`src/rtl/axil_pkg.sv`:
```
`default_nettype none
// ============================================================================
// Module      : axil_pkg
// Description : Shared constants for the AXI4-Lite access scheduler:
//               response codes, FSM state encoding and grant encoding.
// Revision    : 1.0
// ============================================================================
package axil_pkg;

  localparam logic [1:0] RESP_OKAY   = 2'b00;
  localparam logic [1:0] RESP_SLVERR = 2'b10;

  localparam logic [2:0] ST_IDLE      = 3'd0;
  localparam logic [2:0] ST_WR_ACCESS = 3'd1;
  localparam logic [2:0] ST_B_RESP    = 3'd2;
  localparam logic [2:0] ST_RD_ACCESS = 3'd3;
  localparam logic [2:0] ST_R_RESP    = 3'd4;

  typedef enum logic [2:0] {
    S_IDLE      = ST_IDLE,
    S_WR_ACCESS = ST_WR_ACCESS,
    S_B_RESP    = ST_B_RESP,
    S_RD_ACCESS = ST_RD_ACCESS,
    S_R_RESP    = ST_R_RESP
  } state_e;

  localparam logic GRANT_READ  = 1'b0;
  localparam logic GRANT_WRITE = 1'b1;

  function automatic logic [1:0] resp_of(input logic err);
    return err ? RESP_SLVERR : RESP_OKAY;
  endfunction

endpackage
`default_nettype wire

```
`src/rtl/axil_access_grant.sv`:
```
`default_nettype none
// ============================================================================
// Module      : axil_access_grant
// Description : Read/write grant decision for the access scheduler.
//               AXIL_ACCESS_SCHED_RR_EN selects round-robin with a last-grant
//               flop; otherwise writes have fixed priority.
// Revision    : 1.0
// ============================================================================
module axil_access_grant
  import axil_pkg::*;
(
`ifdef AXIL_ACCESS_SCHED_RR_EN
  input  logic i_clock,
  input  logic i_areset_n,
  input  logic i_accept,
`endif
  input  logic i_wr_req,
  input  logic i_rd_req,
  output logic o_valid,
  output logic o_grant
);

  assign o_valid = i_wr_req | i_rd_req;

`ifdef AXIL_ACCESS_SCHED_RR_EN
  logic last_q;
  logic last_d;

  always_comb begin
    o_grant = GRANT_READ;
    last_d  = last_q;
    // On a conflict, hand the slot to whichever type did not win last time.
    if (i_wr_req && i_rd_req) begin
      o_grant = (last_q == GRANT_WRITE) ? GRANT_READ : GRANT_WRITE;
    end else if (i_wr_req) begin
      o_grant = GRANT_WRITE;
    end
    if (i_accept) begin
      last_d = o_grant;
    end
  end

  always_ff @(posedge i_clock or negedge i_areset_n) begin
    if (!i_areset_n) begin
      last_q <= GRANT_READ;
    end else begin
      last_q <= last_d;
    end
  end
`else
  always_comb begin
    o_grant = i_wr_req ? GRANT_WRITE : GRANT_READ;
  end
`endif

endmodule
`default_nettype wire

```
`src/rtl/axil_access_scheduler.sv`:
```
`default_nettype none
// ============================================================================
// Module      : axil_access_scheduler
// Description : Serialises AXI4-Lite reads and writes onto a single-ported
//               register file, one transaction in flight at a time.
//               Optional: AXIL_ACCESS_SCHED_RR_EN enables round-robin grant.
// Revision    : 1.0
// ============================================================================
module axil_access_scheduler
  import axil_pkg::*;
#(
  parameter int AWIDTH = 8,
  parameter int DWIDTH = 32
) (
  input  logic                  i_clock,
  input  logic                  i_areset_n,
  input  logic [AWIDTH-1:0]     i_aw_addr,
  input  logic                  i_aw_valid,
  output logic                  o_aw_ready,
  input  logic [DWIDTH-1:0]     i_w_data,
  input  logic [DWIDTH/8-1:0]   i_w_strb,
  input  logic                  i_w_valid,
  output logic                  o_w_ready,
  input  logic [AWIDTH-1:0]     i_ar_addr,
  input  logic                  i_ar_valid,
  output logic                  o_ar_ready,
  output logic [1:0]            o_b_resp,
  output logic                  o_b_valid,
  input  logic                  i_b_ready,
  output logic [DWIDTH-1:0]     o_r_data,
  output logic [1:0]            o_r_resp,
  output logic                  o_r_valid,
  input  logic                  i_r_ready,
  output logic [AWIDTH-1:0]     o_reg_addr,
  output logic                  o_reg_wr_en,
  output logic [DWIDTH-1:0]     o_reg_wdata,
  output logic [DWIDTH/8-1:0]   o_reg_wstrb,
  output logic                  o_reg_rd_en,
  input  logic [DWIDTH-1:0]     i_reg_rdata,
  input  logic                  i_reg_err
);

  localparam int c_STRB_W = DWIDTH / 8;

  state_e                state_q,  state_d;
  logic [AWIDTH-1:0]     addr_q,   addr_d;
  logic [DWIDTH-1:0]     wdata_q,  wdata_d;
  logic [c_STRB_W-1:0]   wstrb_q,  wstrb_d;
  logic [1:0]            b_resp_q, b_resp_d;
  logic [DWIDTH-1:0]     r_data_q, r_data_d;
  logic [1:0]            r_resp_q, r_resp_d;

  logic w_wr_req;
  logic w_rd_req;
  logic w_grant_valid;
  logic w_grant;

  // A write is only a request once both address and data are present.
  assign w_wr_req = i_aw_valid & i_w_valid;
  assign w_rd_req = i_ar_valid;

`ifdef AXIL_ACCESS_SCHED_RR_EN
  logic w_accept;
  assign w_accept = o_aw_ready | o_ar_ready;
`endif

  axil_access_grant u_grant (
`ifdef AXIL_ACCESS_SCHED_RR_EN
    .i_clock    (i_clock),
    .i_areset_n (i_areset_n),
    .i_accept   (w_accept),
`endif
    .i_wr_req   (w_wr_req),
    .i_rd_req   (w_rd_req),
    .o_valid    (w_grant_valid),
    .o_grant    (w_grant)
  );

  always_comb begin
    state_d     = state_q;
    addr_d      = addr_q;
    wdata_d     = wdata_q;
    wstrb_d     = wstrb_q;
    b_resp_d    = b_resp_q;
    r_data_d    = r_data_q;
    r_resp_d    = r_resp_q;
    o_aw_ready  = 1'b0;
    o_w_ready   = 1'b0;
    o_ar_ready  = 1'b0;
    o_reg_wr_en = 1'b0;
    o_reg_rd_en = 1'b0;
    o_b_valid   = 1'b0;
    o_r_valid   = 1'b0;

    case (state_q)
      S_IDLE: begin
        // Readies are combinational, so hold them low while reset is applied.
        if (w_grant_valid && i_areset_n) begin
          if (w_grant == GRANT_WRITE) begin
            o_aw_ready = 1'b1;
            o_w_ready  = 1'b1;
            addr_d     = i_aw_addr;
            wdata_d    = i_w_data;
            wstrb_d    = i_w_strb;
            state_d    = S_WR_ACCESS;
          end else begin
            o_ar_ready = 1'b1;
            addr_d     = i_ar_addr;
            state_d    = S_RD_ACCESS;
          end
        end
      end
      S_WR_ACCESS: begin
        o_reg_wr_en = 1'b1;
        b_resp_d    = resp_of(i_reg_err);
        state_d     = S_B_RESP;
      end
      S_B_RESP: begin
        o_b_valid = 1'b1;
        if (i_b_ready) begin
          state_d = S_IDLE;
        end
      end
      S_RD_ACCESS: begin
        o_reg_rd_en = 1'b1;
        r_data_d    = i_reg_rdata;
        r_resp_d    = resp_of(i_reg_err);
        state_d     = S_R_RESP;
      end
      S_R_RESP: begin
        o_r_valid = 1'b1;
        if (i_r_ready) begin
          state_d = S_IDLE;
        end
      end
      default: begin
        state_d = S_IDLE;
      end
    endcase
  end

  always_ff @(posedge i_clock or negedge i_areset_n) begin
    if (!i_areset_n) begin
      state_q  <= S_IDLE;
      addr_q   <= '0;
      wdata_q  <= '0;
      wstrb_q  <= '0;
      b_resp_q <= RESP_OKAY;
      r_data_q <= '0;
      r_resp_q <= RESP_OKAY;
    end else begin
      state_q  <= state_d;
      addr_q   <= addr_d;
      wdata_q  <= wdata_d;
      wstrb_q  <= wstrb_d;
      b_resp_q <= b_resp_d;
      r_data_q <= r_data_d;
      r_resp_q <= r_resp_d;
    end
  end

  assign o_reg_addr  = addr_q;
  assign o_reg_wdata = wdata_q;
  assign o_reg_wstrb = wstrb_q;
  assign o_b_resp    = b_resp_q;
  assign o_r_data    = r_data_q;
  assign o_r_resp    = r_resp_q;

endmodule
`default_nettype wire

```
`config.mk`:
```
export PLATFORM = sky130hd
export DESIGN_NAME = axil_access_scheduler
export DESIGN_NICKNAME = d
export VERILOG_FILES = /design/src/rtl/axil_pkg.sv /design/src/rtl/axil_access_grant.sv /design/src/rtl/axil_access_scheduler.sv
export SDC_FILE = /design/constraint.sdc
export NUM_CORES = 1
export LEC_CHECK = 0
export ABC_AREA = 1
export CAP_MARGIN = 20
export CORE_MARGIN = 8
export CORE_UTILIZATION = 40
export CTS_BUF_LIST = sky130_fd_sc_hd__clkbuf_2
export CTS_CLUSTER_SIZE = 25
export DETAILED_ROUTE_END_ITERATION = 8
export PLACE_DENSITY_LB_ADDON = 0.12
export SKIP_CTS_REPAIR_TIMING = 1
export SYNTH_ARGS = -nofsm -noshare
export SYNTH_HDL_FRONTEND = slang
export SYNTH_SLANG_ARGS = --single-unit
```
`constraint.sdc`:
```
create_clock -name i_clock -period 1.9 [get_ports i_clock]
set_clock_uncertainty 0.15 [all_clocks]
set_input_delay 0.38 -clock i_clock [delete_from_list [all_inputs] [get_ports i_clock]]
set_output_delay 0.38 -clock i_clock [all_outputs]
set_load 0.005 [all_outputs]
```
Word level (Yosys, flattened, before mapping)
Index checks and enable logic that the tools add are counted.

word-level totals
  flip-flop bits (word level) = 83
  bits of input ports = 92
  output and inout port bits = 87
  logic and storage cells = 39

cells by class
  equality and inequality tests = 7
  muxes and demuxes = 18
  bitwise operators = 2
  reduce and logical (&&, ||, !) cells = 5

operators with widths
  cell                                                             number
  3-bit case mux with 5 select lines                               1
  1-bit 2-to-1 mux                                                 11
  3-bit 2-to-1 mux                                                 3
  8-bit 2-to-1 mux                                                 1
  3-bit by 2-bit == test with 1-bit output, second input constant  2
  2-bit != test, second input constant                             3
  3-bit AND reduction                                              2
  2-bit 2-to-1 mux                                                 2
  3-bit by 1-bit == test with 1-bit output, second input constant  1
  3-bit == test, second input constant                             1
  3-bit logical NOT                                                1
  2-bit AND reduction                                              1
  1-bit bitwise AND                                                1
  1-bit logical AND                                                1
  1-bit OR                                                         1

Depth between registers and ports, before layout
Gate-level depths: netlist (run 1).

  word-level depth = 5
  mapped depth = 8
  mapped depth without buffers = 7

Cells and area by module
From an unflattened synthesis (run 1), not the netlist that was laid out.

second synthesis, totals
  cells, all modules = 394
  area, all modules = 3,377.0 µm²

by module, submodules not included
  module                 instances  cells an instance  area each (µm²)  seq. area each (µm²)
  axil_access_scheduler  1          390                3,358.2          2,026.9
  axil_access_grant      1          4                  18.8             0.0

Worst setup path before layout (run 1)
OpenSTA, ideal clock, no wires.

  path type = reg2out
  start point = register state_q[1]
  end point = output port o_w_ready
  data arrival time = 1.223 ns
  path slack = 0.147 ns
  stages on the path, launching flop included = 8
  cell sequence = dfrtp_1 nor2_2 nand2_1 nor2_4 nand2_2 buf_6 inv_1 buf_4

on the way
  cells in the longest elaborated chain, start to end = 2

RTL lines
  what                      RTL line                      text
  start: declaration        axil_access_scheduler.sv:45   state_e state_q, state_d;
  start signal: assignment  axil_access_scheduler.sv:152  state_q <= state_d;
  3-bit logical NOT         n/a
  1-bit 2-to-1 mux          n/a
  end: declaration          axil_access_scheduler.sv:23   output logic o_w_ready,

Every way passes these cells.

Worst setup path after layout (run 1)
  start point = register state_q[1]
  end point = output port o_ar_ready

on the way
  cells in the longest elaborated chain, start to end = 2

RTL lines
  what               RTL line                     text
  3-bit logical NOT  axil_access_scheduler.sv:95  case (state_q)
  1-bit 2-to-1 mux   axil_access_scheduler.sv:95
  end: declaration   axil_access_scheduler.sv:26  output logic o_ar_ready,

Every way passes these cells.

==> impl_metrics.toml, run 1 <==
[layout]
drive_gt1_frac = 0.152
most-common-layout-cells = "nand2_1 (226), clkdlybuf4s50_1 (90), dfrtp_1 (81)"
final_common_cell = "nand2_1"
fin_cells = 728
fin_nets = 710
final_util = 0.719
areaGrowthSynthToFinish_pct = 74.9
design_area_um2 = 5870
antenna_cells = 0

[sta]
max_freq_mhz = 468
rsz0062_at_grt = "yes"
hold_violations = 0
finalMaxSlewViolations = 0
timing.final.crit_share = 1.13
fin_ws_ns = -0.239
setup_violations = 6
min_period_ns = 2.14

[floorplanning]
start_util = 0.411
fp.dieH_um = 108
chipWidth_um = 108
coreArea_um2 = 8180
io_pins = 179
die_area_um2 = 11600
rows = 33

[placed_design]
hpwl_mm = 7.61
gp_congestion = 0.788
dp.cells = 669
dp_slack_ns = -0.487
placed_cell_area_um2 = 5210
numPortBuffers = 176

[synth]
ys_top_cells_by_area = "dfrtp_1 (60%), nand2_1 (25%), nand3_1 (5.4%)"
yosysTopAreaCellShare = 0.604
synth.avg_cell_area_um2 = 8.52
yosysSeqAreaShare = 0.604
synth_top_cell_by_area = "dfrtp_1"
synthCells = 394
ys_ff_latch = 81
syn_area_um2 = 3360
yosys_warnings = 0
synth_cell_type_count = 19

[route]
wl_met1_mm = 4.71
routed_wl_mm = 11.2
antenna_left = 0
dr.first_iter.drc_count = 153
wl_met2_mm = 5.43
wl_per_cell_um = 15.4
dr.pass1.iters = 4
top_layer_used = "met4"
drcViolationCount = 0
via_per_inst = 4.58
route.met3.wl_mm = 1.04
vias = 3336

[global_routing]
first_global_vias = 3250
grt_max_degree = 81
grt_use_total = 0.176
antenna_found_initial = 0
grt_pass1_wl_mm = 16.3
overflow = 0

[worst_setup_path]
cp-startpoint = "state_q[1]"
crit_path_max_fanout = 3
regToRegSetupSlack_ns = 0.26
critical_path.max_stage_delay_ns = 0.43
worstSetupPathType = "reg -> out"
worst_setup_path_end_kind = "output port"
critPathLaunchType = "register"
slowest_stage = "dfrtp_1"
critical_path_required_ns = 1.37
r2r-start = "state_q[1]"
critPathArrivalTime_ns = 1.61
path_cells = "buf_6 > nor2_4 > nand2_2 > nor2_4 > buf_6 > inv_4 > nor2_2 > buf_2"

[outcome]
violations = "negative setup slack"
run_status = "complete, but fails checks"

[cts]
cts_buffers = 9
clock_sinks = 81
cts-root-buf = "clkbuf_2"
clk_pin_slew_worst_paths_ns = 0.20
cts_tree = "built"
cts.htree.levels = 3
insertion_delay_ns = 0.46
cts_buffer_depth = 2

[pwr]
power.leakage_nw = 3.83
peakVddDrop_uv = 797
power.total_mw = 7.59
p_per_area_nw_per_um2 = 1290

[min_path]
worst_hold_path_type = "in -> async"

[run]
cap_violations = 0
[worst max-delay path, delay by kind of cell (launching register included)]
kind / cells / cell delay, ns
buf+inv: 4 / 0.38
flops: 1 / 0.43
simple gates: 4 / 0.32
[metrics by stage]
stage	setup TNS (ns)	hold WS, ns
floorplan	0	-0.0656
global placement	-2.90	0.122
detailed placement	-3.72	0.122
CTS	-9.44	-0.448
global route	-1.68	0.128
finish	-0.829	0.179
[Yosys cell counts (all sizes together)]
library cell	n
o21ai	3
nand4	1
nand2	229
dfrtp	81
nor3	2
nor2	5
conb	1
nand3	37
o21bai	1
buf	18
inv	11
clkbuf	5
[area by class of cell]
cell class                      instances  area [um^2]
Timing Repair Buffer                  235         2410
Sequential cell                        81         2030
Tap cell                              105          131
Fill cell                             656         2300
Multi-Input combinational cell        280         1150
Inverter                               11         46.3
Clock buffer                           10         50.0
Clock inverter                          6         58.8
[power by group]
part	total [mW]	internal, mW	leakage, nW	switching (mW)
clock network	0.878	0.304	0.0754	0.574
registers	2.96	2.54	1.00	0.426
logic	3.75	2.25	2.75	1.50
[layer usage]
layer	up-vias	GRT usage
met3	5	0.0749
met1	1563	0.207
li1	1647	-
met5	-	0
met4	0	0.0505
met2	121	0.286
[worst paths after layout]
| kind | endpoint | cells past startpoint |
|---|---|---|
| max reg2reg | o_reg_wdata[24] | 8 |
| max in group asynchronous | o_r_data[8] | 5 |
| max | o_ar_ready | 8 |
| min | o_reg_wdata[15] | 3 |
| min in group i_clock | o_r_data[13] | 3 |
| min reg2reg | o_reg_wdata[19] | 2 |
[state kept, by name, indices dropped and copies added, names as in the netlist]
signal,flops
o_r_resp,1
state_q,3
o_b_resp,1
o_reg_wstrb,4
o_reg_addr,8
o_r_data,32
o_reg_wdata,32
[logic make-up (layout without fill, tap and decap cells)]
group / Yosys count / count (layout) / synth area share
AND/OR/NAND/NOR: 274 / 274 / 0.327
flip-flops: 81 / 81 / 0.604
buffers and inverters: 34 / 262 / 0.0618
AO/OA/AOI/OAI: 4 / 4 / 0.00671
other: 1 / 2 / 0.00112
(Power assumes the default switching activity.)
==> inputs of run 2 (changes only) <==
- CAP_MARGIN: 20 -> 15
==> impl_metrics.toml, run 2 (same netlist as run 1, synthesis figures left out) <==
[worst_setup_path]
critPathLaunchType = "register"
critical_path.max_stage_delay_ns = 0.43
cp-startpoint = "state_q[1]"
r2r-start = "state_q[1]"
worstSetupPathType = "reg -> out"
critPathArrivalTime_ns = 1.61
critical_path_required_ns = 1.37
path_cells = "buf_6 > nor2_4 > nand2_2 > nor2_4 > buf_6 > inv_2 > nor2_2 > buf_2"
worst_setup_path_end_kind = "output port"
crit_path_max_fanout = 3
slowest_stage = "dfrtp_1"

[floorplanning]
rows = 33
die_area_um2 = 11600
fp.dieH_um = 108
chipWidth_um = 108
io_pins = 179
coreArea_um2 = 8180
start_util = 0.411

[layout]
most-common-layout-cells = "nand2_1 (226), clkdlybuf4s50_1 (90), dfrtp_1 (81)"
antenna_cells = 0
final_common_cell = "nand2_1"
multi_input_area_um2 = 1150
fin_nets = 706
areaGrowthSynthToFinish_pct = 73.4
fillers = 672
drive_gt1_frac = 0.147
seqCellArea_um2 = 2030
final_util = 0.712
fin_cells = 724

[cts]
cts_buffers = 9
cts_tree = "built"
cts-root-buf = "clkbuf_2"
cts.htree.levels = 3
clock_sinks = 81
cts_buffer_depth = 2
clk_pin_slew_worst_paths_ns = 0.20
insertion_delay_ns = 0.47

[global_routing]
antenna_found_initial = 0
overflow = 0
grt_use_total = 0.176
grt_pass1_wl_mm = 16.3
grt_max_degree = 81
first_global_vias = 3250

[sta]
timing.final.crit_share = 1.12
hold_violations = 0
max-slew-margin-rel = 0.327
max_freq_mhz = 468
rsz0062_at_grt = "yes"
min_period_ns = 2.14
worstMarginPinSlew_ns = 1.01
setup_violations = 6
finalMaxSlewViolations = 0
tns_ns = -0.831
fin_ws_ns = -0.237

[route]
dr.pass1.iters = 4
vias = 3305
antenna_left = 0
via_per_inst = 4.56
drcViolationCount = 0
dr.first_iter.drc_count = 145
routed_wl_mm = 11.1
wl_per_cell_um = 15.3

[pwr]
power.leakage_nw = 3.81
p_per_area_nw_per_um2 = 1300
power.total_mw = 7.54
peakVddDrop_uv = 798

[run]
cap_violations = 0

[placed_design]
gp_congestion = 0.788
dp.cells = 669
hpwl_mm = 7.61
dp_slack_ns = -0.487
numPortBuffers = 176

[min_path]
worst_hold_path_type = "in -> async"

[outcome]
violations = "negative setup slack"
run_status = "complete, but fails checks"
run 2: worst paths after layout:
path                              endpoint  slack (ns)  depth (start not counted)
hold / removal             o_reg_wdata[15]        0.17                          3
setup reg to reg           o_reg_wdata[24]        0.26                          8
hold reg to reg            o_reg_wdata[19]        0.34                          2
min in group i_clock          o_r_data[13]        0.24                          3
setup / recovery                o_ar_ready       -0.24                          8
max in group asynchronous      o_r_data[8]        0.29                          4
run 2: area by class of cell:
type                            instances  share of cell area
Clock inverter                          6              0.0101
Clock buffer                           10             0.00860
Tap cell                              105              0.0226
Multi-Input combinational cell        280               0.198
Timing Repair Buffer                  231               0.405
Inverter                               11             0.00752
Sequential cell                        81               0.348
run 2: per-stage QoR:
stage / hold slack, ns / instance area, um^2
5_1_grt: 0.120 / 5820
6_report: 0.169 / 5820
3_5_place_dp: 0.122 / 5210
3_3_place_gp: 0.122 / 5210
2_1_floorplan: -0.0656 / 3360
4_1_cts: -0.448 / 5320
run 2: worst max-delay path: cells and delay by family (launching register included):
| family | cells | cell delay [ns] |
|---|---|---|
| buffers and inverters | 4 | 0.37 |
| flip-flops | 1 | 0.43 |
| AND/OR/NAND/NOR | 4 | 0.32 |
run 2: layer usage:
layer / global-route usage / share of wire / vias to the layer above
met1: 0.207 / 0.42 / 1527
met5: 0 / 0 / -
met3: 0.0749 / 0.094 / 8
li1: - / - / 1641
met2: 0.286 / 0.48 / 129
met4: 0.0505 / 0.0080 / 0
run 2: power by group:
group | switching, mW | internal, mW
clock | 0.575 | 0.304
combinational | 1.49 | 2.22
sequential | 0.420 | 2.53
total | 2.48 | 5.06
==> patch 1: new RTL, settings of run 1 <==
The option `AXIL_ACCESS_SCHED_RR_EN` is turned on by a define.
--- a/src/rtl/axil_access_grant.sv
+++ b/src/rtl/axil_access_grant.sv
@@ -8,2 +8,4 @@
 // ============================================================================
+`define AXIL_ACCESS_SCHED_RR_EN
+
 module axil_access_grant
Check against the original RTL: not equivalent (a bounded check fails within 4 cycles, from zero or initial values and one cycle with i_areset_n low).
==> patch 1 against run 1 <==
The run still ends with negative setup slack left; non-clock buffer count decreased by 13; setup slack improved by 8.6 ps; routed wire length decreased by 4.0%; sequential share of layout area rose by 0.58 points; design area is 0.45% lower; count of clock-buffer cells in the layout decreased by 1; sequential cell count grew 1; global-route usage is 0.11 points lower; synthesized area grew 2.2%; maximum frequency increased by 0.41%; power shrank 1.5%; clock power down 8.4%; largest cell class unchanged.
==> patch 1: results <==
[placed_design]
postPlaceCellArea_sq_um = 5301
dp_cells = 679
place_congestion = 0.8499
dp_slack_ps = -570.6

[global_routing]
track_usage = 0.1751
use_met3 = 0.07847
use_met1 = 0.2157
grt_pass1_vias = 3194

[run_status]
status = "finished, violations left"
violations = "negative setup slack"

[setup_path]
cp_max_fo = 4
slowest_delay_ps = 460

[pwr]
swShare = 0.3422
power.leakage_uw = 0.003787
power_uw = 7484
p_comb_frac = 0.487

[timing]
finalSetupViolCount = 7
layout_setup_ws_ps = -229.9
fin_tns_setup_ps = -972.3

[final_layout]
seq_area_frac = 0.3509
drive_gt1_frac = 0.1507
nNonClkBuffers = 222
inverters = 12
signal_buffer_area_fraction = 0.3967
design_area_sq_um = 5848
fin_nets = 704
clock_area_frac = 0.01690

[route]
wl_met3_microns = 1075
first_iter_violations = 168
vias = 3287
vias_per_cell = 4.553
wl_met1_microns = 4620
wl_met2_microns = 4932
wire_per_inst_microns = 14.94

[synthesis]
synth_seq_area_share = 0.5979
synth_seq_cells = 82
synth_common_cells = "223 x nand2_1, 82 x dfrtp_1, 37 x nand3_1, 11 x nand2_2, 9 x inv_1"
ys_top_cells_by_area = "dfrtp_1 60%, nand2_1 24%, nand3_1 5.4%"
synth_compound_gate_area_share = 0.005104

[clock_tree]
clk_latency_ps = 500
patch 1: changes by cell type after synthesis:
| cell | before | now |
|---|---|---|
| o21ai_0 | 3 | 2 |
| nand3_1 | 36 | 37 |
| nand2_1 | 228 | 223 |
| inv_2 | 2 | 3 |
| buf_2 | 7 | 8 |
| nand2_2 | 1 | 11 |
| dfrtp_1 | 81 | 82 |
| clkbuf_1 | 5 | 4 |
patch 1: kinds of logic after synthesis:
logic type | count (synthesis)
simple gates | 280
buf+inv | 35
other cells | 1
flops | 82
compound gates | 3
patch 1: final timing paths:
path / slack, ps / cells after the start / to / from
setup / recovery: -230 / 7 / o_ar_ready / state_q[1]
hold / removal: 170 / 3 / o_reg_wdata[6] / i_areset_n
setup reg to reg: 250 / 7 / o_reg_wdata[1] / state_q[1]
min in group i_clock: 200 / 3 / o_r_data[5] / i_reg_rdata[5]
hold reg to reg: 350 / 2 / o_reg_wdata[0] / o_reg_wdata[0]
max in group asynchronous: 850 / 4 / o_r_data[1] / i_areset_n
==> patch 2: new RTL, flow settings as in run 1 <==
Made on the original files. Take the reset off `r_data_q` and load it in a clocked block of its own.
--- a/src/rtl/axil_access_scheduler.sv
+++ b/src/rtl/axil_access_scheduler.sv
@@ -148,3 +148,2 @@
       b_resp_q <= RESP_OKAY;
-      r_data_q <= '0;
       r_resp_q <= RESP_OKAY;
@@ -156,5 +155,8 @@
       b_resp_q <= b_resp_d;
-      r_data_q <= r_data_d;
       r_resp_q <= r_resp_d;
     end
+  end
+
+  always_ff @(posedge i_clock) begin
+    r_data_q <= r_data_d;
   end
Check against the original RTL: differs if i_areset_n is asserted again (counterexample within 4 cycles, from zero or initial values and one cycle with i_areset_n low); with i_areset_n held inactive, the same outputs for 10 cycles.
==> patch 2 against run 1 <==
The flow still finishes with violations (negative setup slack); routed wire length shrank 15%; synthesized area shrank 3.2%; clock power grew 2.8%; design area down 5.9%; sequential cell count did not move; setup slack got worse by 67 ps; sequential power is 11% lower; non-clock buffer count decreased by 30; power fell by 22%; critical path type unchanged; largest cell class is now flip-flops and latches.
==> patch 2: results <==
[placed_design]
postPlaceCellArea_sq_um = 5091
dp_hpwl_microns = 7029
place_congestion = 0.7194
dp_cells = 573

[setup_path]
cp_data_arrival_time_ps = 1680
slowest_stage = "dfrtp_1"
slowest_delay_ps = 440
cp_max_fo = 5
cp_top_family = "buffers and inverters"

[clock_tree]
clk_latency_ps = 480
clk_pin_slew_ps = 200
cts.path.max_buffers = 2

[timing]
layout_setup_ws_ps = -305.3
relSlewSlack = 0.5753
finalSetupViolCount = 7

[global_routing]
track_usage = 0.1640
grt_pass1_vias = 2702
grt_antenna_before_repair = 0
grt_max_degree = 50
grt_pass1_wl_microns = 14620

[synthesis]
synth_seq_area_share = 0.6726
ys_warn_count = 0
synth_common_cells = "131 x nand2_1, 49 x dfrtp_1, 32 x edfxtp_1, 19 x nand3_1, 18 x nand3_2"
synth_cell_types = 21
ys_top_cells_by_area = "dfrtp_1 38%, edfxtp_1 30%, nand2_1 15%"
syn_avg_cell_area_sq_um = 11.14
synthArstFlopShare = 0.6049
synth_edf_count = 32

[route]
vias_per_cell = 4.443
wl_microns = 9590
drt_first_pass_iters = 4
wire_per_inst_microns = 15.90
first_iter_violations = 97

[worst_hold_path]
hold_path.class = "in2reg"

[final_layout]
fin_nets = 584
drive_gt1_frac = 0.1650

[run_status]
violations = "negative setup slack"
status = "finished, violations left"

[pwr]
ir_drop_mv = 0.5807
power.leakage_uw = 0.003254
## patch 2: through the flow
step	total power [uW]	setup slack [ps]	hold slack, ps	TNS, ps
5_1_grt	6303	-424.0	160.5	-1522
2_1_floorplan	3484	82.18	-65.59	0
3_5_place_dp	5052	-567.4	307.6	-10600
4_1_cts	5963	-711.7	-179.5	-10560
3_3_place_gp	5001	-522.0	302.7	-8713
6_report	5893	-305.3	169.3	-787.9
## patch 2: final cells by class
type	instances	area, sq um
diodes	1	2.502
well taps	105	131.4
multi-input cells	184	885.9
clock buffers	9	45.04
repair buffers	205	2157
flip-flops and latches	81	2187
fillers	663	2522
clock inverters	7	71.32
inverters	11	48.80
## patch 2: cell families (layout without fill, tap and decap cells)
group	Yosys count	after routing	synth area share
AOI/OAI and AO/OA	4	4	0.006925
and+or+nand+nor	178	178	0.2536
buffers and inverters	28	232	0.06580
other	1	3	0.001153
DFF	81	81	0.6726
## patch 2: path summary, 6_finish.rpt
check                              startpoint         endpoint  slack (ps)  cells after the start
min in group asynchronous          i_areset_n   o_reg_wdata[8]         380                      3
worst max register to register     state_q[0]  o_reg_wdata[20]         200                      7
worst max-delay path               state_q[0]       o_ar_ready        -310                      8
max in group asynchronous          i_areset_n   o_reg_wdata[0]         780                      3
worst min-delay path               i_areset_n       state_q[1]         170                      5
worst min register to register  o_reg_addr[5]    o_reg_addr[5]         340                      2
## patch 2: power breakdown
group	switching, uW	internal (uW)	leakage [uW]
logic	1000	1360	0.00228
registers	247	2380	0.000906
clock network	601	302	0.0000672
total	1850	4040	0.00325
## patch 2: worst register-to-register path, cell delays in order (launching register included)
cell and delay, ps:
dfrtp_1 440, buf_6 130, inv_4 40, nand2_2 60, nor2_4 170, buf_4 420
nand3_1 150, nand2_1 110
## patch 2: routing by layer
layer  vias up  GRT usage  routed length [microns]  share of wire
met2        89     0.2744                     4862           0.51
met4         0    0.05729                      130          0.014
met3        11    0.05082                      726          0.076
met5         -          0                        0              0
li1       1335          -                        -              -
met1      1244     0.1955                     3871           0.40
